### src/rtl/cpu_seq_pkg.sv
// ----------------------------------------------------------------------------
// cpu_seq_pkg
// Shared types for the multi-cycle accumulator-CPU sequencer:
//   seq_state_t  - FSM phase encoding (IDLE/FETCH/DECODE/MEMRD/EXEC)
//   OP_*         - 3-bit opcode values
//   ctrl_t       - bundle of the ten datapath strobes
//   is_mem_op()  - opcodes that read data memory before EXEC
//   exec_ctrl()  - strobe pattern of the EXEC phase for a given opcode
// ----------------------------------------------------------------------------
package cpu_seq_pkg;

   typedef enum logic [2:0] {
      S_IDLE   = 3'd0,
      S_FETCH  = 3'd1,
      S_DECODE = 3'd2,
      S_MEMRD  = 3'd3,
      S_EXEC   = 3'd4
   } seq_state_t;

   localparam logic [2:0] OP_LOAD  = 3'b000;
   localparam logic [2:0] OP_STORE = 3'b001;
   localparam logic [2:0] OP_ADD   = 3'b010;
   localparam logic [2:0] OP_SUB   = 3'b011;
   localparam logic [2:0] OP_XOR   = 3'b100;
   localparam logic [2:0] OP_LDI   = 3'b101;
   localparam logic [2:0] OP_JMP   = 3'b110;
   localparam logic [2:0] OP_BZ    = 3'b111;

   typedef struct packed {
      logic load_ir;
      logic inc_pc;
      logic load_pc;
      logic load_reg;
      logic we;
      logic imm;
      logic alu_reg;
      logic alu_add;
      logic alu_sub;
      logic alu_xor;
   } ctrl_t;

   function automatic logic is_mem_op(input logic [2:0] opc);
      return (opc == OP_LOAD) || (opc == OP_ADD) || (opc == OP_SUB) || (opc == OP_XOR);
   endfunction

   function automatic ctrl_t exec_ctrl(input logic [2:0] opc, input logic z);
      ctrl_t c;
      c = '0;
      case (opc)
         OP_LOAD:  begin c.alu_reg = 1'b1; c.load_reg = 1'b1; end
         OP_STORE: c.we = 1'b1;
         OP_ADD:   begin c.alu_add = 1'b1; c.load_reg = 1'b1; end
         OP_SUB:   begin c.alu_sub = 1'b1; c.load_reg = 1'b1; end
         OP_XOR:   begin c.alu_xor = 1'b1; c.load_reg = 1'b1; end
         OP_LDI:   begin c.imm = 1'b1; c.alu_reg = 1'b1; c.load_reg = 1'b1; end
         OP_JMP:   c.load_pc = 1'b1;
         OP_BZ:    c.load_pc = z;
         default:  c = '0;
      endcase
      return c;
   endfunction

endpackage

### src/rtl/sat_counter.sv
// ----------------------------------------------------------------------------
// sat_counter
// Up-counter that stops at all-ones instead of wrapping.
// Ports:
//   clock    in        rising-edge clock
//   n_reset  in        asynchronous active-low reset (count -> 0)
//   enable   in        count up by one this cycle
//   count    out CNT_W current count
// ----------------------------------------------------------------------------
module sat_counter #(
   parameter int CNT_W = 16
) (
   input  logic             clock,
   input  logic             n_reset,
   input  logic             enable,
   output logic [CNT_W-1:0] count
);

   logic [CNT_W-1:0] count_q;

   always_ff @(posedge clock or negedge n_reset) begin
      if (!n_reset) begin
         count_q <= '0;
      end else if (enable && (count_q != '1)) begin
         count_q <= count_q + CNT_W'(1);
      end
   end

   assign count = count_q;

endmodule

### src/rtl/cpu_sequencer.sv
// ----------------------------------------------------------------------------
// cpu_sequencer
// Multi-cycle control FSM for the 8-bit accumulator CPU:
// FETCH -> DECODE -> [MEMRD x MEM_LAT] -> EXEC, with run/halt control and a
// saturating retired-instruction counter.
// Optional feature macro: CPU_SEQ_STEP_EN adds the 'step' input (single-step
// one instruction from IDLE on a rising edge of step).
// Ports:
//   clock, n_reset     clock, asynchronous active-low reset
//   run                continuous fetch/execute while high
//   op [OP_W]          opcode from IR, valid from DECODE onward
//   z_flag             ALU zero flag, sampled on the edge entering EXEC
//   step               (CPU_SEQ_STEP_EN only) single-step request
//   load_IR .. ALU_xor registered datapath strobes
//   halted             high while in IDLE
//   instr_done         high during the EXEC cycle
//   retired [CNT_W]    saturating count of completed instructions
// ----------------------------------------------------------------------------
module cpu_sequencer
   import cpu_seq_pkg::*;
#(
   parameter int OP_W    = 3,
   parameter int MEM_LAT = 1,
   parameter int CNT_W   = 16
) (
   input  logic             clock,
   input  logic             n_reset,
`ifdef CPU_SEQ_STEP_EN
   input  logic             step,
`endif
   input  logic             run,
   input  logic [OP_W-1:0]  op,
   input  logic             z_flag,
   output logic             load_IR,
   output logic             INC_PC,
   output logic             load_PC,
   output logic             load_REG,
   output logic             WE,
   output logic             IMM,
   output logic             ALU_REG,
   output logic             ALU_add,
   output logic             ALU_sub,
   output logic             ALU_xor,
   output logic             halted,
   output logic             instr_done,
   output logic [CNT_W-1:0] retired
);

   localparam bit         HAS_WAIT  = (MEM_LAT > 0);
   localparam logic [1:0] WAIT_INIT = HAS_WAIT ? 2'(MEM_LAT - 1) : 2'd0;

   seq_state_t state_q, state_d;
   logic [1:0] wait_q, wait_d;
   ctrl_t      ctrl_q, ctrl_d;
   logic       step_pulse;
   logic       exec_next;
   logic [2:0] opc;

   assign opc = op[2:0];

`ifdef CPU_SEQ_STEP_EN
   // Only a rising edge of step starts an instruction, so a held step
   // runs exactly one instruction.
   logic step_prev_q;

   always_ff @(posedge clock or negedge n_reset) begin
      if (!n_reset) begin
         step_prev_q <= 1'b0;
      end else begin
         step_prev_q <= step;
      end
   end

   assign step_pulse = step & ~step_prev_q;
`else
   assign step_pulse = 1'b0;
`endif

   always_ff @(posedge clock or negedge n_reset) begin
      if (!n_reset) begin
         state_q <= S_IDLE;
         wait_q  <= 2'd0;
         ctrl_q  <= '0;
      end else begin
         state_q <= state_d;
         wait_q  <= wait_d;
         ctrl_q  <= ctrl_d;
      end
   end

   always_comb begin
      state_d = state_q;
      wait_d  = wait_q;
      ctrl_d  = '0;

      case (state_q)
         S_IDLE: begin
            if (run || step_pulse) state_d = S_FETCH;
         end
         S_FETCH: state_d = S_DECODE;
         S_DECODE: begin
            if (HAS_WAIT && is_mem_op(opc)) begin
               state_d = S_MEMRD;
               wait_d  = WAIT_INIT;
            end else begin
               state_d = S_EXEC;
            end
         end
         S_MEMRD: begin
            if (wait_q == 2'd0) state_d = S_EXEC;
            else                wait_d  = wait_q - 2'd1;
         end
         S_EXEC: state_d = run ? S_FETCH : S_IDLE;
         default: begin
            state_d = S_IDLE;
            wait_d  = 2'd0;
         end
      endcase

      // Strobes are registered against the phase being entered, so they
      // line up with the cycle the FSM spends in that phase.
      case (state_d)
         S_FETCH: begin
            ctrl_d.load_ir = 1'b1;
            ctrl_d.inc_pc  = 1'b1;
         end
         S_EXEC:  ctrl_d = exec_ctrl(opc, z_flag);
         default: ctrl_d = '0;
      endcase
   end

   assign exec_next = (state_d == S_EXEC);

   // Counting on entry to EXEC makes retired already include the
   // instruction whose EXEC cycle is currently visible.
   sat_counter #(.CNT_W(CNT_W)) u_retired (
      .clock   (clock),
      .n_reset (n_reset),
      .enable  (exec_next),
      .count   (retired)
   );

   assign load_IR    = ctrl_q.load_ir;
   assign INC_PC     = ctrl_q.inc_pc;
   assign load_PC    = ctrl_q.load_pc;
   assign load_REG   = ctrl_q.load_reg;
   assign WE         = ctrl_q.we;
   assign IMM        = ctrl_q.imm;
   assign ALU_REG    = ctrl_q.alu_reg;
   assign ALU_add    = ctrl_q.alu_add;
   assign ALU_sub    = ctrl_q.alu_sub;
   assign ALU_xor    = ctrl_q.alu_xor;
   assign halted     = (state_q == S_IDLE);
   assign instr_done = (state_q == S_EXEC);

endmodule

### config.mk
export PLATFORM = sky130hd
export DESIGN_NAME = cpu_sequencer
export DESIGN_NICKNAME = d
export VERILOG_FILES = /design/src/rtl/cpu_seq_pkg.sv /design/src/rtl/sat_counter.sv /design/src/rtl/cpu_sequencer.sv
export SDC_FILE = /design/constraint.sdc
export NUM_CORES = 1
export LEC_CHECK = 0
export CAP_MARGIN = 10
export CORE_UTILIZATION = 40
export CTS_CLUSTER_DIAMETER = 100
export CTS_CLUSTER_SIZE = 28
export DETAILED_ROUTE_END_ITERATION = 16
export PLACE_DENSITY = 0.7
export SETUP_SLACK_MARGIN = 0.5
export SYNTH_ARGS = -nofsm -noshare
export SYNTH_HDL_FRONTEND = slang
export SYNTH_SLANG_ARGS = --single-unit
### constraint.sdc
create_clock -name clock -period 1.9 [get_ports clock]
set_input_delay 0.38 -clock clock [delete_from_list [all_inputs] [get_ports clock]]
set_output_delay 0.38 -clock clock [all_outputs]
set_load 0.02 [all_outputs]
[After elaboration in Yosys (flattened, before gate mapping)]
Index checks and enable logic that the tools add are counted.
Operators by class
  $add $sub $neg: 2
  multiplexer cells: 18
  reductions and logical operators: 11
  equality and inequality tests: 16
  bitwise logic cells: 1
Operators by type and width (number)
  3-bit == test, second input constant: 6
  16-bit by 1-bit adder with 16-bit output, second input constant: 1
  16-bit inequality test, second input constant: 1
  3-bit case mux with 5 select lines: 1
  3-bit by 2-bit == test with 1-bit output, second input constant: 4
  3-bit by 1-bit == test with 1-bit output, second input constant: 3
  3-bit two-way mux: 3
  1-bit two-way mux: 8
  8-bit two-way mux: 1
  3-bit zero test: 2
  2-bit two-way mux: 3
  2-bit case mux with 3 select lines: 1
  5-bit OR reduction: 1
  2-bit inequality test, second input constant: 2
  1-bit logical OR: 3
  3-bit AND reduction: 1
  3-bit OR reduction: 1
  2-bit zero test: 1
  1-bit case mux with 2 select lines: 1
  2-bit OR reduction: 1
  2-bit by 1-bit subtractor with 2-bit output, second input constant: 1
  1-bit logical AND: 1
  1-bit NOT: 1
Word-level totals
  logic and storage cells: 61
  register bits after elaboration: 31
  input port bits: 7
  output and inout bits: 28

[Longest topological paths before layout]
Gate-level depths: netlist of the first run.
  word-level depth: 8
  gate-level depth with buffers: 8
  mapped depth without buffers: 7

[Cells and area by module]
From an unflattened synthesis of the first run, not the netlist that was laid out.
Second synthesis, totals
  cells, all modules: 135
  area total of the unflattened synthesis: 1525.2 um2
Modules (own cells, without submodules)
  sat_counter: area an instance 859.6 um2, instances 1, seq. area each 400.4 um2, cells an instance 72
  cpu_sequencer: area an instance 665.6 um2, instances 1, seq. area each 350.3 um2, cells an instance 63

[Worst setup path before layout of the first run]
No wires, ideal clock.
  path type: reg-to-reg
  from: register u_retired.count_q[0] (netlist: u_retired.count[0])
  to: register u_retired.count_q[15] (netlist: u_retired.count[15])
  stages on the path, launching flop included: 8
  buffers on the path: 1
  period minus slack after synthesis: 1.860 ns
  required time: 1.820 ns
  arrival: 1.780 ns
  setup time: 0.080 ns
  setup slack: 0.040 ns
  cells stage by stage: dfrtp_1 > ha_1 > nand3_1 > nor4_1 > or4_1 > buf_6 > nor3_4 > xor2_1
Between the ends
  word-level cells in the longest chain between the ends: 2
  elaborated cells on any way between the ends: 3
  classes of those cells: 1 x add/sub; 1 x eq/ne; 1 x reduce/logical
Ends and longest elaborated chain
  start: declaration: line sat_counter.sv:19  | logic [CNT_W-1:0] count_q;
  start signal: assignment: line sat_counter.sv:25  | count_q <= count_q + CNT_W'(1);
  parallel branches: the longest is 2 deep, another holds 16-bit by 1-bit adder with 16-bit output
Parallel ways; which one is timed is not known.
A chain may end at the register's enable or synchronous reset.

[Final worst setup path of the first run]
  from: register wait_q[0]
  to: register u_retired.count_q[13] (netlist: u_retired.count[13])
Between the ends
  word-level cells in the longest chain between the ends: 5
Ends and longest elaborated chain
  start: declaration: line cpu_sequencer.sv:53  | logic [1:0] wait_q, wait_d;
  start signal: assignment: line cpu_sequencer.sv:86  | wait_q <= wait_d;
  2-bit zero test: line cpu_sequencer.sv:110  | if (wait_q == 2'd0) state_d = S_EXEC;
  3-bit two-way mux: line cpu_sequencer.sv:110
  3-bit case mux with 5 select lines: line cpu_sequencer.sv:96  | case (state_q)
  3-bit == test: line cpu_sequencer.sv:132  | assign exec_next = (state_d == S_EXEC);
  1-bit logical AND: line sat_counter.sv:24  | end else if (enable && (count_q != '1)) begin
Every way passes these cells.

==> impl_metrics.tcl, run 1 <==
set metrics [dict create \
    coreArea_um2 3130 \
    n_antenna_cell 0 \
    power_leakage_nw 1.20 \
    routedWlPerCell_um 14.3 \
    drt_iter0_drc 38 \
    async_reset_ff_share_pct 100 \
    rsz0062_at_grt "yes" \
    netlist_area_um2 1350 \
    start_util_pct 43.2 \
    netlist_top_cells_area "dfrtp_1 (56%), xnor2_1 (5.8%), xor2_1 (3.9%)" \
    synth_top_area_share_pct 55.6 \
    worst_slack_ns 0.121 \
    fmax_mhz 562 \
    htree_num_levels 2 \
    finalSetupTns_ns 0 \
    critPathKind "reg2reg" \
    clock_sinks 30 \
    synth_nets 133 \
    vdd_drop_max_mv 0.816 \
    fillers 213 \
    worst_slew_pin_slew_ns 0.386 \
    viasPerCell 4.77 \
    dieArea_um2 3610 \
    synth_most_common_cell "dfrtp_1" \
    synth_edf_count 0 \
    crit_arrival_ns 2.04 \
    first_global_vias 1144 \
    grt_use_met1_pct 25.1 \
    clkLatencyLatePin_ns 0.33 \
    grt.total_usage_pct 19.9 \
    clkTransAtPathRegs_ns 0.10 \
    ys_warn_count 0 \
    dieWidth_um 60.1 \
    grt-busiest-layer "met2" \
    dp_hpwl_mm 1.99 \
    start_kind "flop" \
    cts_tree "built" \
    place_congestion 0.750 \
    end_kind "flop" \
    use_met3_pct 6.71 \
    layout_min_cycle_time_ns 1.78 \
    cts_hold_buf 0 \
    synth_cell_types 30 \
    slew_headroom_pct 74.3 \
    totalWireLength_mm 3.69 \
    syn_area_per_cell_um2 10.9 \
    postSynthCellCount 124 \
    dr.pass1.iters 4 \
    grt-ovfl-total 0 \
    rows 20 \
    hold_path_class "in2async" \
    crit_fanout 7 \
    drc 0 \
    ios 35 \
    period_share_pct 93.6 \
    synth_area_leader_cell "dfrtp_1" \
    grt_pass1_wl_mm 5.16 \
    grt_antenna_before_repair 0 \
    port_buffers 34 \
    ys_top_cells_by_count "dfrtp_1 (30), nand2_1 (13), nor2_1 (10), xnor2_1 (9), nor3_1 (7)" \
    finalClockSkew_ns 0.0103 \
    ys.flop_type "dfrtp_1" \
    area_growth_pct 77.7 \
    numCtsBuffers 5 \
    p_per_area_nw_per_um2 995 \
    grt_use_met2_pct 31.6 \
    crit_required_ns 2.17 \
    ant_nets 0 \
    slew_violations 0 \
    yosys_register_bits 30 \
    grt_max_degree 31 \
    yosysSeqAreaShare_pct 55.6 \
    layout.nets 221 \
    num_vias 1226 \
    die_h_um 60.1 \
    drive_above_1_share_pct 59.2 \
    drv_cap 0 \
    clock_path_buffers 2 \
    cts_root_buffer "clkbuf_4" \
    post-place-ws_ns -0.214 \
    outcome "complete, no violations" \
    hold_violations 0 \
    setup_viol 0 \
]
## flip-flops by register name, summed over array words and instances, names as in the netlist
| signal | cells |
|---|---|
| ALU_add | 1 |
| state_q | 3 |
| INC_PC | 1 |
| wait_q | 2 |
| u_retired.count | 16 |
| load_REG | 1 |
| IMM | 1 |
| ALU_xor | 1 |
| WE | 1 |
| ALU_REG | 1 |
| ALU_sub | 1 |
| load_PC | 1 |
## critical path, cell delays in order (launching register included)
cell	delay (ns)
dfrtp_1	0.41
inv_1	0.07
ha_2	0.18
nand2b_4	0.13
o21ai_2	0.07
or4_4	0.42
buf_8	0.16
nor3_4	0.12
xor2_1	0.15
## cells in the final DEF (no fill, tap or decap), drive strengths merged
cell and count:
buf 66, dfrtp 30, clkbuf 15, nand2 13, nor3 10, nor2 10, xnor2 9, xor2 6
inv 5, nand3 5, nand4 4, nand2b 4, a21o 3, and3 3, clkdlybuf4s50 3, dlygate4sd2 3
clkdlybuf4s15 3, nor2b 3, mux2 2, a21oi 2, and2 2, o21ai 2, nor4b 2, ha 2
o211ai 1, nor4 1, or3 1, or4 1, or2 1, clkinv 1
## final timing paths
kind                            startpoint                  end  slack (ns)  depth (start not counted)
max in group asynchronous          n_reset   u_retired.count[1]        1.16                          2
min in group clock                   op[0]              ALU_xor        0.47                          3
worst min-delay path               n_reset  u_retired.count[10]        0.42                          2
worst min register to register  state_q[2]           state_q[1]        0.49                          1
worst max-delay path             wait_q[0]  u_retired.count[13]        0.12                          8
worst max register to register   wait_q[0]  u_retired.count[13]        0.12                          8
## what timing repair did
action | 4_1_cts | 5_1_grt
cloned | 0 | 0
pin swaps | 13 | 21
gates resized for setup | 136 | 55
setup buffers | 22 | 16
hold endpoints to repair | 0 | 0
endpoints found under the setup margin | 55 | 55
## kinds of logic (layout without fill, tap and decap cells)
family	Yosys count	count (layout)	synth area share [%]
and+or+nand+nor	60	60	24.2
DFF	30	30	55.6
xor gates and xnor gates	15	15	9.72
AOI/OAI and AO/OA	8	8	3.98
buffers and inverters	7	96	2.78
adders and majority gates	2	2	1.85
muxes	2	2	1.94
## power breakdown
part	total, mW	switching [mW]	internal [mW]
registers	0.857	0.110	0.748
logic	1.13	0.522	0.604
clock network	0.405	0.225	0.179
## metrics by stage
| stage | area [µm²] | cells | power [mW] | hold slack [ns] | util (%) |
|---|---|---|---|---|---|
| 4_1_cts | 2170 | 241 | 2.19 | 0.437 | 69.3 |
| 2_1_floorplan | 1400 | 124 | 1.26 | 0.0844 | - |
| 6_report | 2400 | 257 | 2.39 | 0.423 | 76.8 |
| 5_1_grt | 2400 | 257 | 2.53 | 0.442 | 76.8 |
| 3_5_place_dp | 1860 | 211 | 1.61 | 0.473 | 59.5 |
| 3_3_place_gp | 1860 | 211 | 1.59 | 0.467 | 59.5 |
## metal layers
layer / share of wire [%] / wire length, µm / vias to the layer above
li1: - / - / 594
met1: 41 / 1520 / 603
met2: 53 / 1970 / 25
met3: 3.7 / 135 / 4
met4: 1.6 / 58 / 0
met5: 0 / 0 / -
## cell type report
| class | count | area (µm²) | area share [%] |
|---|---|---|---|
| tap | 44 | 55.1 | 2.29 |
| clock inverter | 1 | 5.00 | 0.208 |
| clock buffer | 7 | 55.1 | 2.29 |
| multi-input combinational | 87 | 748 | 31.2 |
| timing repair buffer | 83 | 754 | 31.4 |
| inverter | 5 | 21.3 | 0.886 |
| sequential | 30 | 762 | 31.7 |
No activity file was read; power rests on OpenSTA's default activity.
==> run 2: changes to the inputs <==
CAP_MARGIN = 20   (was 10)
==> results of run 2 <==
Final layout, timing and power as in run 1 (identical DEF).
==> run 3: changes to the inputs <==
CORE_MARGIN = 2   (was not set)
==> impl_metrics.tcl, run 3 (synthesized netlist as in run 1, its figures left out) <==
set metrics [dict create \
    grt.total_usage_pct 18.4 \
    clkLatencyLatePin_ns 0.33 \
    hold_violations 0 \
    post-place-ws_ns -0.206 \
    crit_arrival_ns 2.02 \
    coreArea_um2 3280 \
    final_common_cell "buf_4" \
    finalSetupTns_ns 0 \
    path_cells "inv_1, ha_2, nand2b_4, o21ai_2, or4_1, buf_6, nor3_4, xor2_1" \
    drc 0 \
    design_area_um2 2170 \
    largest_reg_flops 16 \
    crit_required_ns 2.16 \
    drv_cap 0 \
    period_share_pct 92.9 \
    setup_viol 0 \
    fmax_mhz 567 \
    grt_max_degree 31 \
    ant_nets 0 \
    n_antenna_cell 0 \
    layout.nets 211 \
    drt_iter0_drc 51 \
    vdd_drop_max_mv 0.609 \
    rows 21 \
    power_leakage_nw 1.07 \
    hold_ws_ns 0.437 \
    grt-ovfl-total 0 \
    crit_path_max_incr_delay_ns 0.42 \
    place_congestion 0.772 \
    final_cell_mix "buf_4 (29), buf_6 (23), dfrtp_1 (22)" \
    start_kind "flop" \
    slew_violations 0 \
    dieArea_um2 3860 \
    dr.pass1.iters 4 \
    drive_above_1_share_pct 52.2 \
    worst_slew_pin_slew_ns 0.379 \
    clock_sinks 30 \
    numCtsBuffers 5 \
    port_buffers 34 \
    cp_slowest_cell "or4_1" \
    ios 35 \
    clkTransAtPathRegs_ns 0.09 \
    hold_path_class "in2async" \
    dp_hpwl_mm 2.01 \
    crit_fanout 7 \
    grt_use_met2_pct 32.3 \
    critPathKind "reg2reg" \
    use_met3_pct 7.61 \
    htree_num_levels 2 \
    fillers 270 \
    finalClockSkew_ns 0.00901 \
    p_per_area_nw_per_um2 985 \
    rsz0062_at_grt "yes" \
    start_util_pct 41.1 \
    dieWidth_um 62.1 \
    end_kind "flop" \
    slew_headroom_pct 74.7 \
    grt-busiest-layer "met2" \
    clock_path_buffers 2 \
    grt_use_met1_pct 18.7 \
    worst_slack_ns 0.136 \
    outcome "complete, no violations" \
    area_growth_pct 60.6 \
    totalWireLength_mm 3.29 \
    layout_min_cycle_time_ns 1.76 \
    post_dp_cell_area_um2 1870 \
    grt_antenna_before_repair 0 \
    num_vias 1175 \
    routedWlPerCell_um 13.2 \
    first_global_vias 1206 \
    cts_root_buffer "clkbuf_4" \
    grt_pass1_wl_mm 5.49 \
    cts_tree "built" \
    viasPerCell 4.72 \
    die_h_um 62.1 \
]
[run 3: area by class of cell]
| cell class | instances | area, µm² | share of cell area, % |
|---|---|---|---|
| Inverter | 5 | 18.8 | 0.865 |
| Multi-Input combinational cell | 87 | 677 | 31.2 |
| Tap cell | 46 | 57.6 | 2.65 |
| Timing Repair Buffer | 73 | 608 | 28.0 |
| Clock buffer | 8 | 48.8 | 2.25 |
| Sequential cell | 30 | 761 | 35.0 |
[run 3: path summary, 6_finish.rpt]
| path | cells after the start | slack [ns] | startpoint | endpoint |
|---|---|---|---|---|
| worst max register to register | 8 | 0.14 | wait_q[1] | u_retired.count[13] |
| worst max-delay path | 8 | 0.14 | wait_q[1] | u_retired.count[13] |
| worst min-delay path | 2 | 0.44 | n_reset | u_retired.count[8] |
| max in group asynchronous | 2 | 1.16 | n_reset | state_q[0] |
| worst min register to register | 1 | 0.51 | u_retired.count[6] | u_retired.count[6] |
| min in group clock | 3 | 0.48 | op[0] | ALU_add |
[run 3: report_power, final]
part,total (mW),internal (mW),switching [mW]
registers,0.859,0.746,0.113
logic,0.926,0.480,0.445
clock network,0.354,0.147,0.207
total,2.14,1.37,0.765
[run 3: worst max-delay path: cells and delay by family, from the launching register on]
| kind | cells | cell delay [ns] |
|---|---|---|
| adder cells (fa/ha/maj) | 1 | 0.18 |
| buffers and inverters | 2 | 0.24 |
| AO/OA/AOI/OAI | 1 | 0.05 |
| AND/OR/NAND/NOR | 3 | 0.67 |
| flip-flops | 1 | 0.39 |
| XOR/XNOR | 1 | 0.16 |
[run 3: what timing repair did]
| action | CTS | global route |
|---|---|---|
| pin swaps | 4 | 9 |
| hold buffers | 0 | 0 |
| buffers inserted | 21 | 6 |
| resized for setup | 125 | 36 |
| cloned | 0 | 0 |
| endpoints found under the setup margin | 55 | 50 |
[run 3: metal layers]
layer | part of all wire (%) | up-vias
met2 | 54 | 30
met3 | 6.5 | 6
li1 | - | 577
met1 | 38 | 562
met4 | 1.5 | 0
met5 | 0 | -
[run 3: per-stage QoR]
stage               util [%]  cells  total power [mW]
floorplan                  -    124              1.26
global placement        57.0    214              1.60
detailed placement      57.0    214              1.63
CTS                     64.5    243              2.09
global route            66.1    249              2.28
finish                  66.1    249              2.14
